### config.mk
export PLATFORM = sky130hd
export DESIGN_NAME = handshake_rx_flat
export DESIGN_NICKNAME = d
export VERILOG_FILES = /design/src/rtl/handshake_rx_if.sv /design/src/rtl/handshake_rx.sv /design/src/flat_wrapper.sv
export SDC_FILE = /design/constraint.sdc
export NUM_CORES = 1
export LEC_CHECK = 0
export CAP_MARGIN = 20
export CORE_ASPECT_RATIO = 0.75
export CORE_MARGIN = 2
export CORE_UTILIZATION = 50
export CTS_CLUSTER_DIAMETER = 50
export DETAILED_ROUTE_END_ITERATION = 16
export GPL_TIMING_DRIVEN = 0
export PLACE_DENSITY = 0.71
export SYNTH_ARGS = -nofsm -noshare
export SYNTH_HDL_FRONTEND = slang
export SYNTH_SLANG_ARGS = --single-unit
export TNS_END_PERCENT = 10
### constraint.sdc
create_clock -name i_clk -period 7.2 [get_ports i_clk]
set_input_delay 0.72 -clock i_clk [delete_from_list [all_inputs] [get_ports i_clk]]
set_output_delay 0.72 -clock i_clk [all_outputs]
set_load 0.05 [all_outputs]
### src/rtl/handshake_rx_if.sv
// Bus bundle for handshake_rx: remote req/ack/data side plus local valid/ready stream.
// slave  : the receiver (handshake_rx) side.
// master : the environment side (remote writer plus local consumer).
interface handshake_rx_if #(
    parameter int unsigned WIDTH = 8,
    parameter int unsigned DEPTH = 4
);
    localparam int unsigned CW = $clog2(DEPTH) + 1;

    logic             i_req;
    logic [WIDTH-1:0] i_data;
    logic             o_ack;
    logic             o_valid;
    logic [WIDTH-1:0] o_data;
    logic             i_ready;
    logic [CW-1:0]    o_count;

    modport slave (
        input  i_req,
        input  i_data,
        input  i_ready,
        output o_ack,
        output o_valid,
        output o_data,
        output o_count
    );

    modport master (
        output i_req,
        output i_data,
        output i_ready,
        input  o_ack,
        input  o_valid,
        input  o_data,
        input  o_count
    );
endinterface

### src/rtl/handshake_rx.sv
// handshake_rx: receiving end of a four-phase req/ack CDC handshake.
// Synchronises the remote request, captures the word into a DEPTH-entry FIFO
// and presents the FIFO head on a local valid/ready stream.
// Optional macro HANDSHAKE_RX_STATS_EN adds o_xfer_count and o_stall ports.
module handshake_rx #(
    parameter int unsigned WIDTH       = 8,
    parameter int unsigned DEPTH       = 4,
    parameter int unsigned SYNC_STAGES = 2
) (
    input  logic           i_clk,
    input  logic           i_rst_n,
    handshake_rx_if.slave  bus
`ifdef HANDSHAKE_RX_STATS_EN
    ,
    output logic [15:0]    o_xfer_count,
    output logic           o_stall
`endif
);

    localparam int unsigned AW = $clog2(DEPTH);
    localparam int unsigned CW = $clog2(DEPTH) + 1;

    typedef enum logic [0:0] {
        IDLE = 1'b0,
        ACK  = 1'b1
    } state_e;

    state_e               state_q, state_d;
    logic [SYNC_STAGES-1:0] sync_q;
    logic                 req_s;

    logic [WIDTH-1:0]     mem_q [DEPTH];
    logic [AW-1:0]        wr_ptr_q, wr_ptr_d;
    logic [AW-1:0]        rd_ptr_q, rd_ptr_d;
    logic [CW-1:0]        count_q, count_d;
    logic                 valid_q, valid_d;
    logic [WIDTH-1:0]     data_q, data_d;
    logic                 ack_q, ack_d;

    logic                 full;
    logic                 wr_en;
    logic                 rd_en;

    // Request synchroniser; only its last stage is used internally.
    always_ff @(posedge i_clk or negedge i_rst_n) begin
        if (!i_rst_n) begin
            sync_q <= '0;
        end else begin
            sync_q <= {sync_q[SYNC_STAGES-2:0], bus.i_req};
        end
    end

    assign req_s = sync_q[SYNC_STAGES-1];

    // Full is judged on the pre-pop occupancy, so a same-cycle pop never lets a write in.
    assign full  = (count_q == CW'(DEPTH));
    assign rd_en = valid_q & bus.i_ready;

    // FSM state register.
    always_ff @(posedge i_clk or negedge i_rst_n) begin
        if (!i_rst_n) begin
            state_q <= IDLE;
        end else begin
            state_q <= state_d;
        end
    end

    // FSM next-state logic.
    always_comb begin
        state_d = state_q;
        unique case (state_q)
            IDLE: if (req_s && !full) state_d = ACK;
            ACK:  if (!req_s)         state_d = IDLE;
            default:                  state_d = IDLE;
        endcase
    end

    // FSM outputs: one write per request phase, ack mirrors the ACK state.
    always_comb begin
        wr_en = 1'b0;
        ack_d = 1'b0;
        unique case (state_q)
            IDLE: begin
                wr_en = req_s && !full;
                ack_d = req_s && !full;
            end
            ACK: begin
                ack_d = req_s;
            end
            default: begin
                wr_en = 1'b0;
                ack_d = 1'b0;
            end
        endcase
    end

    // FIFO pointer, occupancy and registered head computation.
    always_comb begin
        wr_ptr_d = wr_en ? AW'(wr_ptr_q + AW'(1)) : wr_ptr_q;
        rd_ptr_d = rd_en ? AW'(rd_ptr_q + AW'(1)) : rd_ptr_q;
        count_d  = count_q;
        unique case ({wr_en, rd_en})
            2'b10:   count_d = CW'(count_q + CW'(1));
            2'b01:   count_d = CW'(count_q - CW'(1));
            default: count_d = count_q;
        endcase
        valid_d = (count_d != '0);
        data_d  = '0;
        if (count_d != '0) begin
            // New word becomes head when it lands in the slot the read pointer moves to.
            if (wr_en && (wr_ptr_q == rd_ptr_d)) begin
                data_d = bus.i_data;
            end else begin
                data_d = mem_q[rd_ptr_d];
            end
        end
    end

    // FIFO storage; contents need no reset since occupancy gates visibility.
    always_ff @(posedge i_clk) begin
        if (wr_en) begin
            mem_q[wr_ptr_q] <= bus.i_data;
        end
    end

    // FIFO control and output registers.
    always_ff @(posedge i_clk or negedge i_rst_n) begin
        if (!i_rst_n) begin
            wr_ptr_q <= '0;
            rd_ptr_q <= '0;
            count_q  <= '0;
            valid_q  <= 1'b0;
            data_q   <= '0;
            ack_q    <= 1'b0;
        end else begin
            wr_ptr_q <= wr_ptr_d;
            rd_ptr_q <= rd_ptr_d;
            count_q  <= count_d;
            valid_q  <= valid_d;
            data_q   <= data_d;
            ack_q    <= ack_d;
        end
    end

    assign bus.o_ack   = ack_q;
    assign bus.o_valid = valid_q;
    assign bus.o_data  = data_q;
    assign bus.o_count = count_q;

`ifdef HANDSHAKE_RX_STATS_EN
    logic [15:0] xfer_q;
    logic        stall_q;

    // Transfer counter (wrapping) and registered backpressure indicator.
    always_ff @(posedge i_clk or negedge i_rst_n) begin
        if (!i_rst_n) begin
            xfer_q  <= '0;
            stall_q <= 1'b0;
        end else begin
            if (wr_en) begin
                xfer_q <= 16'(xfer_q + 16'd1);
            end
            stall_q <= (state_q == IDLE) && req_s && full;
        end
    end

    assign o_xfer_count = xfer_q;
    assign o_stall      = stall_q;
`endif

endmodule

### src/flat_wrapper.sv
// flat-port wrapper written by rule: the top's interface ports become plain ports
module handshake_rx_flat 
#(
    parameter int unsigned WIDTH       = 8,
    parameter int unsigned DEPTH       = 4,
    parameter int unsigned SYNC_STAGES = 2
)
  (i_clk, i_rst_n, bus_i_req, bus_i_data, bus_i_ready, bus_o_ack, bus_o_valid, bus_o_data, bus_o_count);
  handshake_rx_if #(.WIDTH(WIDTH), .DEPTH(DEPTH)) bus_i ();
  input  logic i_clk;
  input  logic i_rst_n;
  input wire logic [$bits(bus_i.i_req)-1:0] bus_i_req;
  input wire logic [$bits(bus_i.i_data)-1:0] bus_i_data;
  input wire logic [$bits(bus_i.i_ready)-1:0] bus_i_ready;
  output wire logic [$bits(bus_i.o_ack)-1:0] bus_o_ack;
  output wire logic [$bits(bus_i.o_valid)-1:0] bus_o_valid;
  output wire logic [$bits(bus_i.o_data)-1:0] bus_o_data;
  output wire logic [$bits(bus_i.o_count)-1:0] bus_o_count;
  assign bus_i.i_req = bus_i_req;
  assign bus_i.i_data = bus_i_data;
  assign bus_i.i_ready = bus_i_ready;
  assign bus_o_ack = bus_i.o_ack;
  assign bus_o_valid = bus_i.o_valid;
  assign bus_o_data = bus_i.o_data;
  assign bus_o_count = bus_i.o_count;
  handshake_rx #(.WIDTH(WIDTH), .DEPTH(DEPTH), .SYNC_STAGES(SYNC_STAGES)) u_core (.i_clk(i_clk), .i_rst_n(i_rst_n), .bus(bus_i));
endmodule
==> results of run 1 <==
[cell families (layout without fill, tap and decap cells)]
family,count (synthesis),after routing,synth area share
AO/OA/AOI/OAI,60,60,0.189
XOR/XNOR,6,6,0.0206
adder cells (fa/ha/maj),6,6,0.0324
buffers and inverters,31,62,0.0559
flip-flops,51,51,0.563
multiplexers,10,10,0.0402
AND/OR/NAND/NOR,31,31,0.0981
[report_power, final]
part	switching (W)	total, W	internal, W
clock network	0.0000913	0.000193	0.000101
logic	0.000426	0.000665	0.000239
registers	0.0000357	0.000422	0.000386
[critical path, delay by kind of cell]
family | cells | cell delay (ns)
buf+inv | 5 | 1.31
simple gates | 2 | 0.89
fa+ha+maj | 2 | 0.67
compound gates | 2 | 0.34
xor+xnor | 1 | 0.18
[worst max path at each step]
stage | start | depth (start not counted) | slack (ns) | to
2_1_floorplan | bus_i_ready | 12 | 3.87 | u_core.bus.o_data[0]
3_3_place_gp | bus_i_ready | 12 | 3.25 | u_core.bus.o_data[7]
3_5_place_dp | bus_i_ready | 12 | 3.02 | u_core.bus.o_data[7]
4_1_cts | bus_i_ready | 12 | 3.28 | u_core.bus.o_data[7]
5_1_grt | u_core.bus.o_valid | 12 | 3.08 | u_core.bus.o_data[2]
6_report | bus_i_ready | 12 | 3.20 | u_core.bus.o_data[7]
[flip-flops by register name, indices dropped and copies added, names as in the netlist]
signal	flops
u_core.wr_ptr_q	2
u_core.rd_ptr_q	2
u_core.sync_q	2
u_core.bus.o_valid	1
u_core.mem_q	32
u_core.bus.o_data	8
u_core.bus.o_ack	1
u_core.bus.o_count	3
[layout by cell type (no fill, tap or decap), types with 2 or more instances in the layout]
cell	instances
clkdlybuf4s50_1	23
dfrtp_1	19
a311oi_1	8
nor2_1	4
o2bb2ai_1	7
clkbuf_1	9
clkbuf_8	5
nor4bb_1	7
ha_1	5
edfxtp_1	32
a211oi_1	29
nand4b_1	8
buf_2	5
buf_6	2
xnor2_1	3
inv_1	11
o21a_1	2
inv_2	2
mux2i_1	8
nand3b_1	2
o31ai_1	8
xor2_1	3
[metrics by stage]
step,instance area (µm²),worst slack [ns],instances,util
finish,2960,3.20,286,0.605
global route,2960,3.08,286,0.605
CTS,2960,3.28,286,0.605
detailed placement,2860,3.02,278,0.583
global placement,2860,3.25,278,0.583
floorplan,2550,3.87,195,-
[synthesized netlist by cell type (2+ instances only)]
master and n:
inv_1 11, inv_2 2, buf_2 5, dfrtp_1 19, a311oi_1 8, nor2_1 4
xnor2_1 3, nor4bb_1 7, buf_6 2, ha_1 5, clkbuf_1 9, nand4b_1 8
mux2i_1 8, o2bb2ai_1 7, nand3b_1 2, xor2_1 3, a211oi_1 29, o31ai_1 8
o21a_1 2, edfxtp_1 32
[layout make-up]
class / instances / area [µm²] / area share
sequential: 51 / 1440 / 0.485
clock inverter: 3 / 38.8 / 0.0131
timing repair buffer: 23 / 230 / 0.0777
inverter: 13 / 48.8 / 0.0165
clock buffer: 5 / 68.8 / 0.0232
multi-input combinational: 113 / 971 / 0.328
buffer: 18 / 93.8 / 0.0317
tap: 60 / 75.1 / 0.0253
[metal layers]
metal	vias up	GRT usage	wire, µm	part of all wire
li1	834	-	-	-
met1	928	0.292	2450	0.40
met2	93	0.372	2940	0.48
met3	26	0.0474	468	0.077
met4	0	0.133	235	0.039
met5	-	0	0	0
==> impl_metrics.tcl, run 1 <==
set metrics [dict create \
    numCtsBuffers 5 \
    skew_ns 0.00264 \
    synthFlopType "edfxtp_1" \
    drt-total-wl_um 6090 \
    relSlewSlack 0.387 \
    path_class "primary input to flip-flop" \
    power_w 0.00128 \
    whs_ns 0.356 \
    postCtsSetupRepairBufs 0 \
    synthCells 195 \
    ys_async_sr_fraction 0.373 \
    drive_gt1_frac 0.106 \
    start_util 0.520 \
    crit_fanout 10 \
    tightest_slew_ns 0.913 \
    wire_per_inst_um 21.3 \
    min_path_type "flip-flop to flip-flop" \
    setup-violations-final 0 \
    crit_top_cell "clkbuf_1" \
    routabilityCongestion 0.887 \
    max-clock-path-buffers 2 \
    yosysTopAreaCellShare 0.377 \
    ir_worst_vdd_mv 0.168 \
    rsz0062_at_grt "no" \
    synth.distinct_cells 41 \
    avgSynthCellArea_um2 13.1 \
    drv_slew 0 \
    track_usage 0.231 \
    cts_tree "yes" \
    io_buffers 23 \
    design.core.area_um2 4900 \
    die_h_um 65.8 \
    final_hold_viol_count 0 \
    reg2reg_to "u_core.bus.o_data[7]" \
    yosys-top-cells-area "edfxtp_1 (38%), dfrtp_1 (19%), a211oi_1 (8.5%)" \
    critPathCaptureType "flip-flop" \
    cts_hold_buf 0 \
    io_pins 25 \
    hold_start "u_core.sync_q[0]" \
    leakagePower_nw 1.04 \
    hold_depth 0 \
    ctsResizeCount 0 \
    n_fill_cell 391 \
    grt_antenna_before_repair 0 \
    fin_crit_sh 0.555 \
    first_global_vias 1906 \
    ys_seq_elements 51 \
    synthToLayoutAreaGrowth_pct 16.2 \
    vias 1881 \
    cts.sinks 51 \
    nets 243 \
    tns_ns 0 \
    dpl.hpwl_um 4240 \
    max_clock_freq_ghz 0.250 \
    yosys_warnings 0 \
    first_pass_iters 4 \
    cp_data_required_time_ns 7.34 \
    cp-start-kind "primary input" \
    fp.dieArea_um2 5690 \
    grt_pass1_wl_um 9560 \
    rr_worst_depth 12 \
    drtIter0Drc 161 \
    worst_path_max_delay_cell "nor4_2" \
    timing.rr.start "u_core.bus.o_valid" \
    grt_start_max_net_pins 20 \
    period_needed_ns 4.00 \
    synth_nets 213 \
    outcome "completed" \
    synth_top_area_cell "edfxtp_1" \
    fp.dieW_um 86.5 \
    clockRootBuffer "clkbuf_8" \
    maxCapViolCount 0 \
    path_clk_slew_ns 0.09 \
    synth.yosys.seq_area_share 0.563 \
    ant_nets 0 \
    clkLatencyLatePin_ns 0.30 \
    overflow 0 \
    htreeDepth 2 \
    slowest_delay_ns 0.76 \
    crit_arrival_ns 4.14 \
    route.detailed.drc 0 \
    viasPerCell 6.58 \
    r2r_slack_ns 3.24 \
    diodes 0 \
    syn_area_um2 2550 \
    rows 22 \
    synth_edf_count 32 \
    crit_chain "buf_2 > nand2_4 > inv_2 > clkbuf_1 > clkbuf_1 > ha_1 > inv_1 > fa_1 > xor2_1 > o21a_1 > nor4_2 > a211oi_1" \
    hold_path_end "u_core.sync_q[1]" \
    powerDensity_nw_per_um2 432 \
]
Power figures use the tool's default switching activity.
==> inputs of run 2 (changes only) <==
--- a/config.mk
+++ b/config.mk
@@ -12,7 +12,7 @@
 export CTS_CLUSTER_DIAMETER = 50
 export DETAILED_ROUTE_END_ITERATION = 16
 export GPL_TIMING_DRIVEN = 0
-export PLACE_DENSITY = 0.71
+export PLACE_DENSITY = 0.74
 export SYNTH_ARGS = -nofsm -noshare
 export SYNTH_HDL_FRONTEND = slang
 export SYNTH_SLANG_ARGS = --single-unit
==> constraint.sdc (replaced) <==
create_clock -name i_clk -period 3.5 [get_ports i_clk]
set_input_delay 0.35 -clock i_clk [delete_from_list [all_inputs] [get_ports i_clk]]
set_output_delay 0.35 -clock i_clk [all_outputs]
set_load 0.05 [all_outputs]
==> run 2 against run 1 <==
- flip-flop and latch count is the same
- non-clock buffer count shrank 1
- clock skew grew 0.0019 ns
- register-to-register slack lost 2.9 ns
- sequential share of layout area grew 0.29 points
- setup slack lost 2.8 ns
- critical path type is now flip-flop to flip-flop
- critical endpoint is now u_core.bus.o_data[1]
- largest cell class unchanged
==> impl_metrics.tcl, run 2 (synthesis results as in run 1) <==
set metrics [dict create \
    cpLargestDelayFamily "simple AND/OR/NAND/NOR gates" \
    worst_path_max_delay_cell "nor4_4" \
    dpl.hpwl_um 3850 \
    fp.dieArea_um2 5690 \
    cts_tree "yes" \
    track_usage 0.220 \
    layout_common_cells "edfxtp_1 (32), a211oi_1 (29), clkdlybuf4s50_1 (23), dfrtp_1 (19), inv_1 (11)" \
    path_class "flip-flop to flip-flop" \
    postCtsSetupRepairBufs 0 \
    max-clock-path-buffers 2 \
    overflow 0 \
    rows 22 \
    nets 242 \
    layout_commonest_cell "edfxtp_1" \
    drtIter0Drc 234 \
    cp_data_required_time_ns 3.67 \
    first_pass_iters 4 \
    crit_chain "or3b_1 > nand3b_1 > buf_2 > ha_1 > inv_1 > fa_1 > xor2_1 > o21a_1 > nor4_4 > a211oi_1" \
    viasPerCell 6.19 \
    cts_hold_buf 0 \
    synthToLayoutAreaGrowth_pct 15.5 \
    drt-met1-wl_um 2540 \
    rsz0062_at_grt "no" \
    r2r_slack_ns 0.37 \
    crit_fanout 10 \
    fin_crit_sh 0.893 \
    io_pins 25 \
    period_needed_ns 3.13 \
    min_path_type "flip-flop to flip-flop" \
    regMostFlops "u_core.mem_q" \
    drt-total-wl_um 5640 \
    wire_per_inst_um 19.8 \
    crit_arrival_ns 3.30 \
    crit_buf_inv 2 \
    grt_start_max_net_pins 20 \
    timing.rr.start "u_core.bus.o_count[0]" \
    ant_nets 0 \
    cts.sinks 51 \
    path_depth 10 \
    skew_ns 0.00453 \
    hold_start "u_core.sync_q[0]" \
    drv_slew 0 \
    dr_wl_met2_um 2610 \
    design.core.area_um2 4900 \
    wl_met3_um 489 \
    powerDensity_nw_per_um2 869 \
    ir_worst_vdd_mv 0.245 \
    die_h_um 65.8 \
    hold_depth 0 \
    tightest_slew_ns 0.913 \
    routabilityCongestion 0.866 \
    io_buffers 23 \
    utilization 0.601 \
    final_hold_viol_count 0 \
    slowest_delay_ns 0.46 \
    path_clk_slew_ns 0.09 \
    cp-start-kind "flip-flop" \
    n_fill_cell 388 \
    clockRootBuffer "clkbuf_8" \
    start_util 0.520 \
    numCtsBuffers 5 \
    critPathCaptureType "flip-flop" \
    largest_reg_flops 32 \
    first_global_vias 1798 \
    max_clock_freq_ghz 0.320 \
    vias 1765 \
    diodes 0 \
    clkLatencyLatePin_ns 0.31 \
    rr_worst_depth 10 \
    grt_pass1_wl_um 9300 \
    route.detailed.drc 0 \
    maxCapViolCount 0 \
    reg2reg_to "u_core.bus.o_data[1]" \
    outcome "completed" \
    htreeDepth 2 \
    fp.dieW_um 86.5 \
    grt_antenna_before_repair 0 \
    whs_ns 0.355 \
    drive_gt1_frac 0.107 \
    setup-violations-final 0 \
    relSlewSlack 0.389 \
    highest_layer "met3" \
    hold_path_end "u_core.sync_q[1]" \
    leakagePower_nw 1.03 \
]
-- run 2: cell type report --
type / instances / area [µm²] / area share
well taps: 60 / 75.1 / 0.0255
clock inverters: 3 / 15.0 / 0.00510
plain buffers: 17 / 91.3 / 0.0310
multi-input cells: 113 / 980 / 0.333
flip-flops and latches: 51 / 1440 / 0.488
clock buffers: 5 / 68.8 / 0.0234
inverters: 13 / 48.8 / 0.0166
repair buffers: 23 / 230 / 0.0782
-- run 2: worst max path at each step --
stage / from / endpoint / slack [ns]
finish: u_core.bus.o_count[0] / u_core.bus.o_data[1] / 0.37
global route: u_core.bus.o_count[0] / u_core.bus.o_data[4] / 0.16
CTS: u_core.bus.o_valid / u_core.bus.o_data[4] / 0.03
detailed placement: u_core.bus.o_valid / u_core.bus.o_data[4] / -0.15
global placement: bus_i_ready / u_core.bus.o_data[1] / -0.07
floorplan: u_core.bus.o_valid / u_core.bus.o_data[0] / 0.18
-- run 2: metrics by stage --
step	cells	TNS (ns)	power, W	instance area (µm²)	worst slack (ns)
floorplan	195	0	0.00183	2550	0.179
global placement	278	-0.377	0.00218	2860	-0.0741
detailed placement	278	-1.06	0.00221	2860	-0.153
CTS	286	0	0.00256	2950	0.0296
global route	285	0	0.00273	2950	0.159
finish	285	0	0.00256	2950	0.374
-- run 2: worst register-to-register path, stage by stage, from the launching register on --
cell	delay [ns]
dfrtp_1	0.42
or3b_1	0.38
nand3b_1	0.27
buf_2	0.30
ha_1	0.21
inv_1	0.06
fa_1	0.37
xor2_1	0.17
o21a_1	0.22
nor4_4	0.46
a211oi_1	0.12
-- run 2: timing repair --
item | in CTS | in global routing
endpoints found under the setup margin | 9 | 9
cloned | 0 | 0
gates resized for setup | 1 | 2
-- run 2: layer usage --
metal,up-vias,track usage
li1,833,-
met1,856,0.314
met2,76,0.318
met3,0,0.0612
met4,0,0.0898
met5,-,0
-- run 2: where the power goes --
group	switching, W	total, W	internal [W]
logic	0.000867	0.00137	0.000498
registers	0.0000684	0.000862	0.000794
clock network	0.000196	0.000332	0.000136
